===== config.mk =====
export PLATFORM = sky130hd
export DESIGN_NAME = pc_unit
export DESIGN_NICKNAME = d
export VERILOG_FILES = /design/src/rtl/pc_pkg.sv /design/src/rtl/pc_unit_ras_stack.sv /design/src/rtl/pc_unit.sv
export SDC_FILE = /design/constraint.sdc
export NUM_CORES = 1
export LEC_CHECK = 0
export ABC_AREA = 1
export CAP_MARGIN = 25
export CORE_MARGIN = 2
export CORE_UTILIZATION = 50
export DETAILED_ROUTE_END_ITERATION = 7
export PLACE_DENSITY = 0.72
export SYNTH_ARGS = -nofsm -noshare
export SYNTH_HDL_FRONTEND = slang
export SYNTH_SLANG_ARGS = --single-unit

===== constraint.sdc =====
create_clock -name clk -period 3.06 [get_ports clk]
set_input_delay 0.459 -clock clk [delete_from_list [all_inputs] [get_ports clk]]
set_output_delay 0.459 -clock clk [all_outputs]
set_load 0.005 [all_outputs]

===== src/rtl/pc_pkg.sv =====
// Shared definitions for the program-counter unit: op encodings and
// the width helper for the return-address stack occupancy count.
package pc_pkg;

  localparam logic [2:0] OP_SEQ  = 3'd0;
  localparam logic [2:0] OP_JMP  = 3'd1;
  localparam logic [2:0] OP_BRR  = 3'd2;
  localparam logic [2:0] OP_CALL = 3'd3;
  localparam logic [2:0] OP_RET  = 3'd4;
  localparam logic [2:0] OP_RETI = 3'd5;

  // Occupancy counter must represent 0..entries inclusive.
  function automatic int unsigned depth_width(input int unsigned entries);
    return $clog2(entries + 1);
  endfunction

  localparam int unsigned DEF_STACK_DEPTH = 8;
  localparam int unsigned DEF_DEPTH_W     = depth_width(DEF_STACK_DEPTH);

endpackage


===== src/rtl/pc_unit_ras_stack.sv =====
// Hardware return-address stack: a LIFO of STACK_DEPTH entries.
// Push on full and pop on empty are ignored here; the caller flags
// them as errors. Contents are not reset, only the occupancy count.
module ras_stack
  import pc_pkg::*;
#(
  parameter int ADDR_W      = 16,
  parameter int STACK_DEPTH = 8,
  parameter int DEPTH_W     = depth_width(STACK_DEPTH)
) (
  input  logic              clk,
  input  logic              rst,
  input  logic              push,
  input  logic              pop,
  input  logic [ADDR_W-1:0] push_data,
  output logic [ADDR_W-1:0] top_data,
  output logic [DEPTH_W-1:0] depth,
  output logic              full,
  output logic              empty
);

  localparam int IDX_W = (STACK_DEPTH > 1) ? $clog2(STACK_DEPTH) : 1;

  logic [ADDR_W-1:0]  mem_q [STACK_DEPTH];
  logic [ADDR_W-1:0]  mem_d [STACK_DEPTH];
  logic [DEPTH_W-1:0] depth_q;
  logic [DEPTH_W-1:0] depth_d;
  logic [IDX_W-1:0]   wr_idx_s;
  logic [IDX_W-1:0]   rd_idx_s;

  // Next free slot is the low bits of depth; the top entry sits one below it.
  // At a power-of-two full depth the wrapped write index is never used.
  assign wr_idx_s = depth_q[IDX_W-1:0];
  assign rd_idx_s = wr_idx_s - IDX_W'(1'b1);

  assign top_data = mem_q[rd_idx_s];
  assign depth    = depth_q;
  assign full     = (depth_q == DEPTH_W'(STACK_DEPTH));
  assign empty    = (depth_q == {DEPTH_W{1'b0}});

  // Next-state for contents and count; push and pop never arrive together.
  always_comb begin
    mem_d   = mem_q;
    depth_d = depth_q;
    if (push && !full) begin
      mem_d[wr_idx_s] = push_data;
      depth_d         = depth_q + DEPTH_W'(1'b1);
    end else if (pop && !empty) begin
      depth_d = depth_q - DEPTH_W'(1'b1);
    end else begin
      depth_d = depth_q;
    end
  end

  // Occupancy count, cleared on reset so the stack is abandoned.
  always_ff @(posedge clk or posedge rst) begin
    if (rst) begin
      depth_q <= {DEPTH_W{1'b0}};
    end else begin
      depth_q <= depth_d;
    end
  end

  // Entry storage; contents are don't-care after reset.
  always_ff @(posedge clk) begin
    mem_q <= mem_d;
  end

endmodule


===== src/rtl/pc_unit.sv =====
// Program-counter unit: sequential step, jump, relative branch,
// call/return through ras_stack, and single-level interrupt entry/exit.
// Every output comes straight from a flop; an op seen at one edge is
// visible on pc after that edge.
module pc_unit
  import pc_pkg::*;
#(
  parameter int              ADDR_W      = 16,
  parameter int              STACK_DEPTH = 8,
  parameter logic [ADDR_W-1:0] RESET_VEC = '0,
  parameter logic [ADDR_W-1:0] IRQ_VEC   = ADDR_W'(16'h0004)
) (
  input  logic                             clk,
  input  logic                             rst,
  input  logic                             stall,
  input  logic [2:0]                       op,
  input  logic [ADDR_W-1:0]                target,
  input  logic [ADDR_W-1:0]                offset,
  input  logic                             irq,
  output logic [ADDR_W-1:0]                pc,
  output logic [$clog2(STACK_DEPTH+1)-1:0] depth,
  output logic                             stk_full,
  output logic                             stk_empty,
  output logic                             stk_err,
  output logic                             in_isr,
  output logic                             irq_ack
);

  localparam int DEPTH_W = depth_width(STACK_DEPTH);
  localparam logic [ADDR_W-1:0] PC_INC = ADDR_W'(1'b1);

  logic [ADDR_W-1:0] pc_q, pc_d;
  logic              in_isr_q, in_isr_d;
  logic              stk_err_q, stk_err_d;
  logic              irq_ack_q, irq_ack_d;
  logic              push_s, pop_s;
  logic [ADDR_W-1:0] push_data_s;
  logic [ADDR_W-1:0] top_data_s;
  logic              full_s, empty_s;

  ras_stack #(
    .ADDR_W      (ADDR_W),
    .STACK_DEPTH (STACK_DEPTH),
    .DEPTH_W     (DEPTH_W)
  ) u_ras (
    .clk       (clk),
    .rst       (rst),
    .push      (push_s),
    .pop       (pop_s),
    .push_data (push_data_s),
    .top_data  (top_data_s),
    .depth     (depth),
    .full      (full_s),
    .empty     (empty_s)
  );

  assign pc        = pc_q;
  assign in_isr    = in_isr_q;
  assign stk_err   = stk_err_q;
  assign irq_ack   = irq_ack_q;
  assign stk_full  = full_s;
  assign stk_empty = empty_s;

  // Priority: stall freezes everything, then interrupt entry, then the op.
  always_comb begin
    pc_d        = pc_q;
    in_isr_d    = in_isr_q;
    stk_err_d   = stk_err_q;
    irq_ack_d   = 1'b0;
    push_s      = 1'b0;
    pop_s       = 1'b0;
    push_data_s = pc_q;
    if (stall) begin
      pc_d = pc_q;
    end else if (irq && !in_isr_q && !full_s) begin
      // Save the instruction that has not executed yet; drop this cycle's op.
      push_s      = 1'b1;
      push_data_s = pc_q;
      pc_d        = IRQ_VEC;
      in_isr_d    = 1'b1;
      irq_ack_d   = 1'b1;
    end else begin
      case (op)
        OP_JMP: begin
          pc_d = target;
        end
        OP_BRR: begin
          pc_d = pc_q + offset;
        end
        OP_CALL: begin
          pc_d = target;
          if (!full_s) begin
            push_s      = 1'b1;
            push_data_s = pc_q + PC_INC;
          end else begin
            stk_err_d = 1'b1;
          end
        end
        OP_RET, OP_RETI: begin
          if (!empty_s) begin
            pop_s = 1'b1;
            pc_d  = top_data_s;
          end else begin
            pc_d      = pc_q + PC_INC;
            stk_err_d = 1'b1;
          end
          if (op == OP_RETI) begin
            in_isr_d = 1'b0;
          end else begin
            in_isr_d = in_isr_q;
          end
        end
        default: begin
          pc_d = pc_q + PC_INC;
        end
      endcase
    end
  end

  // Architectural state; reset returns to the vector with a clean ISR state.
  always_ff @(posedge clk or posedge rst) begin
    if (rst) begin
      pc_q      <= RESET_VEC;
      in_isr_q  <= 1'b0;
      stk_err_q <= 1'b0;
      irq_ack_q <= 1'b0;
    end else begin
      pc_q      <= pc_d;
      in_isr_q  <= in_isr_d;
      stk_err_q <= stk_err_d;
      irq_ack_q <= irq_ack_d;
    end
  end

endmodule


==> results.py <==
metrics = {
    "setup_path": {
        "timing.critical_path.fanout_max": 70,
        "critPathLaunchType": "flop",
        "max_incr_delay_on_cp_ns": 0.63,
        "worstPathArrival_ns": 2.03,
        "timing.critical_path.from": "u_ras.depth[0]",
        "timing.critical_path.to_type": "output pin",
        "worstRegToRegCells": 10,
        "critical_path_required_ns": 2.60,
        "crit-reg2reg-capture": "u_ras.mem_q[94]",
        "regToRegSetupSlack_ns": 0.59,
        "worst_path_max_delay_cell": "clkdlybuf4s50_1",
        "setup.worst_path.class": "reg -> out",
        "crit_chain": "buf_4, clkdlybuf4s50_1",
        "worst_r2r_startpoint": "u_ras.depth[1]",
    },
    "detailed_routing": {
        "route.antenna.remaining_nets": 0,
        "wire_per_inst_um": 17.20,
        "via_per_instance_ratio": 5.415,
        "drt-initial-drc-count": 715,
        "drc_errors": 0,
        "firstDrtPassIters": 5,
        "postRouteWirelength_um": 20480,
        "vias": 6449,
    },
    "final_layout": {
        "diodes": 0,
        "nNetsFinal": 1022,
        "final_cell_mix": "280 x nand2_1, 128 x edfxtp_1, 94 x nand3_1",
        "layout.area.seq_mm2": 0.004420,
        "multi_input_comb_area_mm2": 0.003054,
        "fillerInstances": 1336,
        "design_area_mm2": 0.009444,
        "fraction_of_layout_instances_using_a_drive_strength_above_1": 0.08000,
        "synthToLayoutAreaGrowth_pct": 19.05,
        "final_common_cell": "nand2_1",
    },
    "floorplan": {
        "die_width_um": 130.0,
        "initial_utilization": 0.5049,
        "floorplan.io_pins": 64,
        "die_height_um": 130.0,
        "fp-row-count": 46,
        "fp.dieArea_mm2": 0.01689,
        "floorplan.core_area_mm2": 0.01571,
    },
    "synthesis": {
        "synth-seq-cells": 151,
        "register_area_share_after_synthesis": 0.5571,
        "syn-mean-instance-area_um2": 8.943,
        "synth_cell_type_count": 35,
        "number_of_nets_in_the_synthesized_netlist": 947,
        "synthesis.instances": 887,
        "synthesis.yosys.warnings": 0,
        "syn_area_mm2": 0.007933,
    },
    "clock_tree": {
        "htree_num_levels": 4,
        "cts-root-to-sink-buffers": 2,
        "clkLatencyLatePin_ns": 0.43,
        "clk_pin_slew_worst_paths_ns": 0.07,
        "clock_tree_from_tritoncts": "yes",
        "cts_inserted_buffers": 17,
        "holdBufCountCts": 0,
        "post_cts_buffers": 0,
        "cts_repair_resize_count": 0,
        "cts.root.buffer_cell": "clkbuf_16",
        "cts_num_sinks": 151,
    },
    "pwr": {
        "leakage_nw": 3.871,
        "power.density_cell_area_mw_per_mm2": 960.3,
        "max-vdd-ir-drop_mv": 0.9415,
    },
    "placed_design": {
        "dpl-instance-area_mm2": 0.008835,
        "number_of_port_buffers": 63,
        "dp_hpwl_um": 13570,
        "gp_routability_congestion": 0.9212,
    },
    "grt": {
        "grt.total_usage": 0.2538,
        "grt_pass1_wl_um": 31930,
        "via_count_of_the_first_global_routing_pass": 5937,
        "antenna_found_initial": 0,
        "globalRoute.totalOverflow": 0,
        "pin_count_of_the_biggest_net_entering_global_routing": 71,
    },
    "timing": {
        "finalSetupTns_ns": 0,
        "hold_ws_ns": 0.2720,
        "timing.max_slew.rel_slack": 0.3230,
        "fin_crit_sh": 0.8150,
        "worst_slew_pin_slew_ns": 1.005,
        "timing_max_transition_violations_final": 0,
        "rsz0062_at_grt": "no",
        "final_hold_viol_count": 0,
        "clock.fmax_mhz": 401.0,
        "fin_crit_ns": 2.494,
        "setup_viol_count_final": 0,
        "clock-skew-final_ns": 0.01139,
    },
    "outcome": {
        "status": "finished clean",
    },
    "run": {
        "maxCapViolations": 0,
    },
    "worst_hold_path": {
        "min-delay-path-class": "in -> async",
    },
}
## per-stage QoR
stage / power (W) / std cells / util / setup WS [ns]
floorplan: 0.005664 / 887 / - / 0.2105
CTS: 0.009037 / 1190 / 0.5993 / 0.5686
finish: 0.009070 / 1191 / 0.6011 / 0.5661
global placement: 0.006930 / 1158 / 0.5623 / 0.5901
detailed placement: 0.006980 / 1158 / 0.5623 / 0.5486
global route: 0.009703 / 1191 / 0.6011 / 0.3203
## area by class of cell
class,count,area share
flip-flops and latches,151,0.4681
repair buffers,87,0.08930
multi-input cells,632,0.3234
inverters,73,0.02901
well taps,216,0.02862
clock buffers,19,0.04584
clock inverters,13,0.01577
## flip-flops by register name, indices dropped and copies added (netlist names)
register / cells
u_ras.mem_q: 128
pc: 16
u_ras.depth: 4
in_isr: 1
irq_ack: 1
stk_err: 1
## cell families (layout without fill, tap and decap cells)
family / Yosys count / in the layout / synth area share
compound gates: 110 / 110 / 0.07729
xor+xnor: 15 / 15 / 0.01656
fa+ha+maj: 21 / 21 / 0.03502
buf+inv: 104 / 192 / 0.05789
flops: 151 / 151 / 0.5571
simple gates: 486 / 486 / 0.2562
## where the power goes
part	leakage, nW	internal (W)	total (W)	switching [W]
Clock	0.262	0.00121	0.00206	0.000848
Sequential	1.44	0.00270	0.00298	0.000278
Combinational	2.17	0.00141	0.00404	0.00263
## cell usage after synthesis, drive strengths merged
cell type	n	area, µm²
o21bai	3	22.52
o211ai	10	75.07
a21oi	29	145.1
nand3b	4	30.03
a22oi	4	30.03
xnor2	1	8.760
buf	23	155.1
o221ai	2	17.52
nor3	6	30.03
clkbuf	8	30.03
o21ai	60	307.8
or2	3	18.77
nor2	85	336.6
nand4	7	43.79
o31ai	1	7.510
fa	2	40.04
nand2	284	1076
clkinv	1	3.750
inv	72	270.3
edfxtp	128	3844
ha	19	237.7
dfrtp	23	575.6
xor2	14	122.6
nand3	96	490.5
and2	1	6.260
a21boi	1	7.510
## routing by layer
layer | up-vias | routed length, µm | global-route usage
met3 | 29 | 1584 | 0.05289
met4 | 0 | 450 | 0.08349
met2 | 278 | 9351 | 0.3853
met5 | - | 0 | 0
met1 | 3010 | 9098 | 0.3672
li1 | 3132 | - | -
## critical path, delay by kind of cell, from the launching register on
kind	cells	cell delay [ns]
buf+inv	2	1.24
flops	1	0.36
## worst max path at each step
stage	end	slack (ns)	cells after the start
2_1_floorplan	u_ras.mem_q[112]	0.21	12
3_3_place_gp	u_ras.mem_q[75]	0.59	9
3_5_place_dp	u_ras.mem_q[107]	0.55	9
4_1_cts	depth[0]	0.57	2
5_1_grt	u_ras.mem_q[13]	0.32	10
6_report	depth[0]	0.57	2
No activity file was read; power rests on OpenSTA's default activity.
